### config.mk
export PLATFORM = sky130hd
export DESIGN_NAME = fe_map_feeder_flat
export DESIGN_NICKNAME = d
export VERILOG_FILES = /design/src/rtl/fe_map_feeder_if.sv /design/src/rtl/fe_map_feeder.sv /design/src/flat_wrapper.sv
export SDC_FILE = /design/constraint.sdc
export NUM_CORES = 1
export LEC_CHECK = 0
export ABC_AREA = 0
export CELL_PAD_IN_SITES_DETAIL_PLACEMENT = 0
export CELL_PAD_IN_SITES_GLOBAL_PLACEMENT = 1
export CORE_ASPECT_RATIO = 1.75
export CORE_MARGIN = 2
export CORE_UTILIZATION = 38
export DETAILED_ROUTE_END_ITERATION = 7
export PLACE_DENSITY_LB_ADDON = 0.25
export SKIP_CTS_REPAIR_TIMING = 1
export SLEW_MARGIN = 20
export SYNTH_ARGS = -nofsm -noshare
export SYNTH_HDL_FRONTEND = slang
export SYNTH_SLANG_ARGS = --single-unit
### constraint.sdc
create_clock -name clk_in -period 3.1 [get_ports clk_in]
set_input_delay 0.93 -clock clk_in [delete_from_list [all_inputs] [get_ports clk_in]]
set_output_delay 0.93 -clock clk_in [all_outputs]
set_load 0.01 [all_outputs]
### src/rtl/fe_map_feeder_if.sv
// Handshake bundle between the pixel/map feeder and its neighbours: frame control,
// raster pixel input, and the packed map-word output toward FeatureExtraction.
interface fe_map_feeder_if #(
    parameter int PIX_W       = 8,
    parameter int WORD_PIXELS = 16
);
    logic                         frame_go;
    logic [PIX_W-1:0]             pix_in;
    logic                         pix_valid;
    logic                         pix_ready;
    logic [PIX_W*WORD_PIXELS-1:0] map_out;
    logic                         start;
    logic                         ready;
    logic                         busy;
    logic                         frame_done;

    modport master (
        input  frame_go, pix_in, pix_valid, ready,
        output pix_ready, map_out, start, busy, frame_done
    );

    modport slave (
        output frame_go, pix_in, pix_valid, ready,
        input  pix_ready, map_out, start, busy, frame_done
    );
endinterface

### src/rtl/fe_map_feeder.sv
// Walks the zero-padded frame in raster order, packs one pixel per cycle into a
// map word, and hands finished words over a start/ready output register.
module fe_map_feeder #(
    parameter int IMG_W       = 32,
    parameter int IMG_H       = 32,
    parameter int PAD         = 2,
    parameter int PIX_W       = 8,
    parameter int WORD_PIXELS = 16
) (
    input  logic           clk_in,
    input  logic           rst_in,
    fe_map_feeder_if.master bus
);
    localparam int PW     = IMG_W + 2 * PAD;
    localparam int PH     = IMG_H + 2 * PAD;
    localparam int RW     = $clog2(PH + 1);
    localparam int CW     = $clog2(PW + 1);
    localparam int LW     = $clog2(WORD_PIXELS);
    localparam int WORD_W = WORD_PIXELS * PIX_W;

    localparam logic [RW-1:0] ROW_LO    = RW'(PAD);
    localparam logic [RW-1:0] ROW_HI    = RW'(PAD + IMG_H);
    localparam logic [RW-1:0] ROW_LAST  = RW'(PH - 1);
    localparam logic [CW-1:0] COL_LO    = CW'(PAD);
    localparam logic [CW-1:0] COL_HI    = CW'(PAD + IMG_W);
    localparam logic [CW-1:0] COL_LAST  = CW'(PW - 1);
    localparam logic [LW-1:0] LANE_LAST = LW'(WORD_PIXELS - 1);

    typedef enum logic [1:0] {
        IDLE,
        FILL,
        FLUSH,
        DRAIN
    } state_t;

    state_t            state;
    state_t            next_state;
    logic [RW-1:0]     row;
    logic [CW-1:0]     col;
    logic [LW-1:0]     lane;
    logic [WORD_W-1:0] pack_q;
    logic [WORD_W-1:0] pack_next;
    logic [WORD_W-1:0] out_q;
    logic              start_q;
    logic              done_q;

    logic              is_pad;
    logic              is_last;
    logic              out_xfer;
    logic              out_free;
    logic              lane_last;
    logic              stall;
    logic              write_en;
    logic              fill_pix_ready;
    logic [PIX_W-1:0]  lane_data;

    assign is_pad    = (row < ROW_LO) || (row >= ROW_HI) || (col < COL_LO) || (col >= COL_HI);
    assign is_last   = (row == ROW_LAST) && (col == COL_LAST);
    assign out_xfer  = start_q && bus.ready;
    assign out_free  = !start_q || out_xfer;
    assign lane_last = (lane == LANE_LAST);
    // Completing a word needs a free output slot; otherwise everything freezes.
    assign stall     = lane_last && !out_free;

    always_ff @(posedge clk_in) begin
        if (rst_in) begin
            state <= IDLE;
        end else begin
            state <= next_state;
        end
    end

    always_comb begin
        next_state     = state;
        write_en       = 1'b0;
        fill_pix_ready = 1'b0;
        lane_data      = '0;
        case (state)
            IDLE: begin
                if (bus.frame_go) begin
                    next_state = FILL;
                end
            end
            FILL: begin
                if (!stall) begin
                    if (is_pad) begin
                        write_en = 1'b1;
                    end else begin
                        fill_pix_ready = 1'b1;
                        write_en       = bus.pix_valid;
                        lane_data      = bus.pix_in;
                    end
                    if (write_en && is_last) begin
                        next_state = lane_last ? DRAIN : FLUSH;
                    end
                end
            end
            FLUSH: begin
                if (!stall) begin
                    write_en = 1'b1;
                    if (lane_last) begin
                        next_state = DRAIN;
                    end
                end
            end
            DRAIN: begin
                if (out_xfer) begin
                    next_state = IDLE;
                end
            end
            default: next_state = IDLE;
        endcase
    end

    always_comb begin
        pack_next = pack_q;
        pack_next[lane*PIX_W +: PIX_W] = lane_data;
    end

    always_ff @(posedge clk_in) begin
        if (rst_in) begin
            row     <= '0;
            col     <= '0;
            lane    <= '0;
            pack_q  <= '0;
            out_q   <= '0;
            start_q <= 1'b0;
            done_q  <= 1'b0;
        end else begin
            done_q <= (state == DRAIN) && out_xfer;
            if (state == IDLE && bus.frame_go) begin
                row  <= '0;
                col  <= '0;
                lane <= '0;
            end
            if (write_en) begin
                pack_q <= pack_next;
                lane   <= lane_last ? '0 : lane + LW'(1);
                if (state == FILL) begin
                    if (col == COL_LAST) begin
                        col <= '0;
                        row <= row + RW'(1);
                    end else begin
                        col <= col + CW'(1);
                    end
                end
            end
            // A freshly completed word takes priority, so back-to-back words leave no bubble.
            if (write_en && lane_last) begin
                out_q   <= pack_next;
                start_q <= 1'b1;
            end else if (out_xfer) begin
                start_q <= 1'b0;
            end
        end
    end

    assign bus.pix_ready  = fill_pix_ready;
    assign bus.map_out    = out_q;
    assign bus.start      = start_q;
    assign bus.busy       = (state != IDLE);
    assign bus.frame_done = done_q;
endmodule

### src/flat_wrapper.sv
// flat-port wrapper written by rule: the top's interface ports become plain ports
module fe_map_feeder_flat 
#(
    parameter int IMG_W       = 32,
    parameter int IMG_H       = 32,
    parameter int PAD         = 2,
    parameter int PIX_W       = 8,
    parameter int WORD_PIXELS = 16
)
  (clk_in, rst_in, bus_frame_go, bus_pix_in, bus_pix_valid, bus_ready, bus_pix_ready, bus_map_out, bus_start, bus_busy, bus_frame_done);
  fe_map_feeder_if #(.PIX_W(PIX_W), .WORD_PIXELS(WORD_PIXELS)) bus_i ();
  input  logic clk_in;
  input  logic rst_in;
  input wire logic [$bits(bus_i.frame_go)-1:0] bus_frame_go;
  input wire logic [$bits(bus_i.pix_in)-1:0] bus_pix_in;
  input wire logic [$bits(bus_i.pix_valid)-1:0] bus_pix_valid;
  input wire logic [$bits(bus_i.ready)-1:0] bus_ready;
  output wire logic [$bits(bus_i.pix_ready)-1:0] bus_pix_ready;
  output wire logic [$bits(bus_i.map_out)-1:0] bus_map_out;
  output wire logic [$bits(bus_i.start)-1:0] bus_start;
  output wire logic [$bits(bus_i.busy)-1:0] bus_busy;
  output wire logic [$bits(bus_i.frame_done)-1:0] bus_frame_done;
  assign bus_i.frame_go = bus_frame_go;
  assign bus_i.pix_in = bus_pix_in;
  assign bus_i.pix_valid = bus_pix_valid;
  assign bus_i.ready = bus_ready;
  assign bus_pix_ready = bus_i.pix_ready;
  assign bus_map_out = bus_i.map_out;
  assign bus_start = bus_i.start;
  assign bus_busy = bus_i.busy;
  assign bus_frame_done = bus_i.frame_done;
  fe_map_feeder #(.IMG_W(IMG_W), .IMG_H(IMG_H), .PAD(PAD), .PIX_W(PIX_W), .WORD_PIXELS(WORD_PIXELS)) u_core (.clk_in(clk_in), .rst_in(rst_in), .bus(bus_i));
endmodule
Word-level counts from Yosys, hierarchy flattened
Cells that the tools add are included.
{"block": "op_classes", "add_sub_neg": 4, "shifts": 2, "eq_ne": 12, "div_mod_pow": 0, "mux": 34, "n_reduce_logical": 18, "bitwise": 0, "magnitude_cmp": 4, "mul": 0}
{"operator": "$bwmux 128", "n": 1}
{"operator": "$shift 8x34->128 const A", "n": 1}
{"operator": "$shiftx 8x34->128", "n": 1}
{"operator": "$mux 6", "n": 8}
{"operator": "$neg 7->34", "n": 1}
{"operator": "$mux 8", "n": 3}
{"operator": "$add 6x1->6 const B", "n": 2}
{"operator": "$eq 6x6->1 const B", "n": 2}
{"operator": "$ge 6x6->1 const B", "n": 2}
{"operator": "$lt 6x2->1 const B", "n": 2}
{"operator": "$mux 2", "n": 6}
{"operator": "$mux 4", "n": 3}
{"operator": "$mux 1", "n": 11}
{"operator": "$pmux 2 s4", "n": 1}
{"operator": "$logic_and 1x1->1", "n": 7}
{"operator": "$ne 2x1->1 const B", "n": 3}
{"operator": "$ne 2x2->1 const B", "n": 3}
{"operator": "$reduce_and 6->1", "n": 1}
{"operator": "$reduce_bool 2->1", "n": 3}
{"operator": "$add 4x1->4 const B", "n": 1}
{"operator": "$eq 2x2->1 const B", "n": 2}
{"operator": "$eq 4x4->1 const B", "n": 1}
{"operator": "$logic_or 1x1->1", "n": 4}
{"operator": "$eq 2x1->1 const B", "n": 1}
{"operator": "other kinds (3)", "n": 4}
{"block": "word_totals", "ram_bits": 0, "inputBits": 13, "mem_count": 0, "register_bits": 276, "output_inout_bits": 132, "latchBits": 0, "wordCells": 82, "mem_bits_ro": 0}

Depth between registers and ports, before layout
{"block": "depth", "depth_word": 11, "depth_mapped": 13, "mapped_depth_nobuf": 8}

Worst setup path before layout
No wires, ideal clock.
{"block": "synth_timing", "path_kind": "reg-to-reg", "start": "register u_core.lane[0]", "end": "register u_core.pack_q[56]", "arrival_ps": 3043, "stages_incl_launch_ff": 13, "n_path_buf": 4, "setup_time_ps": 132, "setup_slack_ps": -75, "t_required_ps": 2968, "synth_period_minus_slack_ps": 3175, "path_cell_list": "dfxtp_1 buf_2 clkbuf_1 clkbuf_1 nor3_1 ha_1 inv_1 a2111oi_0 nand2_1 or3_1 clkbuf_1 nand2_1 a21oi_1"}
{"block": "synth_between", "elab_chain_len": 6, "elab_cells_between_ends": 11, "cone_classes": "add/sub (1); eq/ne (1); shift (2); mux (6); reduce/logical (1)"}
{"item": "start, declared", "line_no": "fe_map_feeder.sv:40", "source": "logic [LW-1:0] lane;"}
{"item": "start signal, assigned", "line_no": "fe_map_feeder.sv:138", "source": "lane <= lane_last ? '0 : lane + LW'(1);"}
{"item": "parallel branches: the longest is 6 deep, another holds $neg 7->34"}
{"item": "end signal, assigned", "line_no": "fe_map_feeder.sv:137", "source": "pack_q <= pack_next;"}
{"item": "end, declared", "line_no": "fe_map_feeder.sv:41", "source": "logic [WORD_W-1:0] pack_q;"}
Several ways; the timed one is not identified.
A chain may end at the register's enable or synchronous reset.

Worst setup path in the final report
{"block": "layout_timing", "start": "register u_core.col[1]", "end": "output bus_pix_ready"}
{"block": "layout_between", "elab_chain_len": 6, "elab_cells_between_ends": 7, "cone_classes": "order compare (2); mux (3); reduce/logical (2)"}
{"item": "start, declared", "line_no": "fe_map_feeder.sv:39", "source": "logic [CW-1:0] col;"}
{"item": "start signal, assigned", "line_no": "fe_map_feeder.sv:144", "source": "col <= col + CW'(1);"}
{"item": "$lt 6x2->1", "line_no": "fe_map_feeder.sv:57", "source": "assign is_pad = (row < ROW_LO) || (row >= ROW_HI) || (col < COL_LO) || (col >= COL_HI);"}
{"item": "$logic_or 1x1->1", "line_no": "fe_map_feeder.sv:57"}
{"item": "$logic_or 1x1->1 *", "line_no": "fe_map_feeder.sv:57"}
{"item": "$mux 1 *", "line_no": "fe_map_feeder.sv:86", "source": "if (is_pad) begin"}
{"item": "$mux 1 *", "line_no": "fe_map_feeder.sv:85", "source": "if (!stall) begin"}
{"item": "$mux 1 *", "line_no": "fe_map_feeder.sv:78", "source": "case (state)"}
{"item": "end, declared", "line_no": "flat_wrapper.sv:18", "source": "output wire logic [$bits(bus_i.pix_ready)-1:0] bus_pix_ready;"}
Every way passes the cells marked *; elsewhere a longest branch is shown, timed or not.

==> impl_metrics.yaml <==
placement:
  gp_congestion: 0.898
  dpl.hpwl_mm: 27.6
  post_dp_cell_area_um2: 15100
  placed_cells: 2058
  port-buffer-count: 144
drt:
  drtIter0Drc: 542
  via_per_inst: 5.27
  first_pass_iters: 5
  drc_errors: 0
  wl_per_cell_um: 18.4
  wirelength_mm: 38.7
  antenna_left: 0
  vias: 11102
clock_network:
  clock_latency_ns: 0.55
  htreeDepth: 1
  cts_tree: "yes"
  clock_path_buffers: 3
  clock_sinks: 276
  cts_buffers: 26
  path_clk_slew_ns: 0.07
  cts_root_buf: "clkbuf_16"
layout:
  area_delta_synth_final_pct: 29.6
  final_common_cell: "nor2_1"
  drive_gt1_frac: 0.155
  final_cells: 2106
  utilization: 0.497
  n_antenna_cell: 0
  design_area_um2: 15900
  layout.nets: 1711
  n_fill_cell: 3231
  layout_common_cells: "nor2_1 (281), dfxtp_1 (275), nand2_1 (189)"
synth:
  synth_compound_area_frac: 0.182
  synth-seq-cells: 276
  yosysSeqAreaShare: 0.450
  synth.area.mux_share: 0.0388
  synth-edff-count: 0
  synth_area_leaders: "dfxtp_1 (45%), nor2_1 (8.6%), a211oi_2 (5.9%)"
  synth_xor_xnor_area_share: 0.00275
  syn_area_per_cell_um2: 8.25
  syn_nets: 1512
  synth_cell_types: 58
  synth_top_area_cell: "dfxtp_1"
  synth_ff_type: "dfxtp_1"
  syn_inst: 1488
  synth.top_cell.area_share: 0.450
  async_flop_share: 0
  synthAdderAreaFrac: 0.0112
  synth_area_um2: 12300
  synthSimpleGateAreaFrac: 0.264
  synth_top_family_by_area: "simple AND/OR/NAND/NOR gates"
  ys_warn_count: 0
power_and_ir_drop:
  p_total_uw: 7520
  p_leak_uw: 0.00562
  p_per_area_nw_per_um2: 473
  ir_drop_mv: 0.404
min_path:
  hold_path_depth: 2
  hp-class: "flip-flop to flip-flop"
  hp-start: "u_core.pack_q[56]"
  whs_endpoint: "u_core.pack_q[56]"
worst_setup_path:
  worstSetupPathType: "flip-flop to output port"
  arrival_ns: 2.09
  worst-r2r-cell-count: 11
  critPathCaptureType: "output port"
  crit_path_max_fanout: 6
  r2r_setup_slack_ns: 0.27
  worstSetupStartpointType: "flip-flop"
  worstReg2RegEnd: "u_core.pack_q[52]"
  timing.rr.start: "u_core.lane[0]"
  cp.required_ns: 2.17
global_routing:
  grt_usage: 0.223
  grt_pass1_vias: 10851
  grt_overflow: 0
  antenna_found_initial: 0
  grt_start_max_net_pins: 89
  grt_first_pass_wirelength_mm: 60.5
floorplanning:
  die_area_um2: 33800
  fp.coreArea_um2: 32000
  die_h_um: 242
  die_w_um: 140
  io_pins: 145
  start_util: 0.383
  rows: 87
sta:
  relSlewSlack: 0.578
  hold_violations: 0
  finalClockSkew_ns: 0.0141
  fin_crit_ns: 3.02
  slew_violations: 0
  rsz0062_at_grt: "false"
  max_freq_mhz: 331
  final.period_utilization: 0.975
  setup_viol: 0
  whs_ns: 0.457
  tightest_slew_ns: 0.617
flow_run:
  drv_cap: 0
outcome:
  status: "completed"
==> synth_stat cells (3+ instances only) <==
cell / number
inv_1: 24
o21ai_0: 47
nor3_2: 3
a21boi_0: 3
dfxtp_1: 276
nor2_1: 281
nand2b_1: 7
buf_1: 8
clkbuf_1: 80
nor3_1: 96
a211oi_1: 65
a2111oi_0: 8
buf_6: 9
nand3_1: 45
a311oi_1: 6
ha_1: 11
and2_1: 11
and3_1: 10
nand2_1: 189
clkbuf_2: 3
buf_2: 14
nor2b_1: 6
or3_1: 13
a21oi_1: 93
a211oi_2: 58
nor4_1: 3
a31oi_1: 4
nor4_4: 3
nand3b_1: 31
mux2i_1: 45
==> where the power goes <==
group	total, uW	switching [uW]	leakage [uW]	internal [uW]
clock network	3180	1430	0.000406	1750
registers	3580	17.9	0.00222	3560
logic	760	514	0.00299	246
total	7520	1960	0.00562	5560
==> stage by stage <==
step / setup TNS [ns] / setup WS [ns]
floorplan: 0 / 0.0795
detailed placement: -9.50 / -0.528
CTS: -0.564 / -0.564
global route: 0 / 0.00794
global placement: -10.36 / -0.526
finish: 0 / 0.0766
==> per-layer routing <==
metal | global-route usage | wire length, um | vias to the layer above
li1 | - | - | 5555
met1 | 0.248 | 15000 | 5252
met2 | 0.434 | 21000 | 229
met3 | 0.0208 | 1370 | 66
met4 | 0.0771 | 1350 | 0
met5 | 0 | 0 | -
==> worst max-delay path, cell delays in order (launching register included) <==
cell and delay [ns]:
dfxtp_2 0.36, nor4_4 0.38, mux2_4 0.37, nor3_4 0.23, clkbuf_2 0.19
==> cell families (layout without fill, tap and decap cells) <==
| kind of cell | Yosys count | in the layout |
|---|---|---|
| fa+ha+maj | 11 | 11 |
| xor+xnor | 3 | 3 |
| flops | 276 | 276 |
| buf+inv | 140 | 358 |
| simple gates | 712 | 712 |
| compound gates | 299 | 299 |
| mux | 47 | 47 |
==> registers in the layout (all words and copies together), names as in the netlist <==
name and cells:
u_core.bus.map_out 128, u_core.pack_q 128, u_core.col 6, u_core.row 6
u_core.lane 4, u_core.state 2, u_core.bus.frame_done 1, u_core.bus.start 1
==> worst max-delay path by stage <==
stage | start | endpoint | slack, ns | cells past startpoint
floorplan | u_core.lane[0] | u_core.pack_q[38] | 0.08 | 13
finish | u_core.col[1] | bus_pix_ready | 0.08 | 4
detailed placement | bus_ready | bus_pix_ready | -0.53 | 5
global route | u_core.col[1] | bus_pix_ready | 0.008 | 4
global placement | bus_ready | bus_pix_ready | -0.53 | 5
CTS | u_core.col[4] | bus_pix_ready | -0.56 | 4
==> area by class of cell <==
cell class / instances / area, um2 / share of cell area
multi-input cells: 1072 / 6140 / 0.386
flip-flops and latches: 276 / 5530 / 0.347
repair buffers: 287 / 2810 / 0.177
clock buffers: 35 / 736 / 0.0463
well taps: 400 / 500 / 0.0315
clock inverters: 12 / 96.3 / 0.00606
inverters: 24 / 90.1 / 0.00566
No activity file was read; power rests on OpenSTA's default activity.
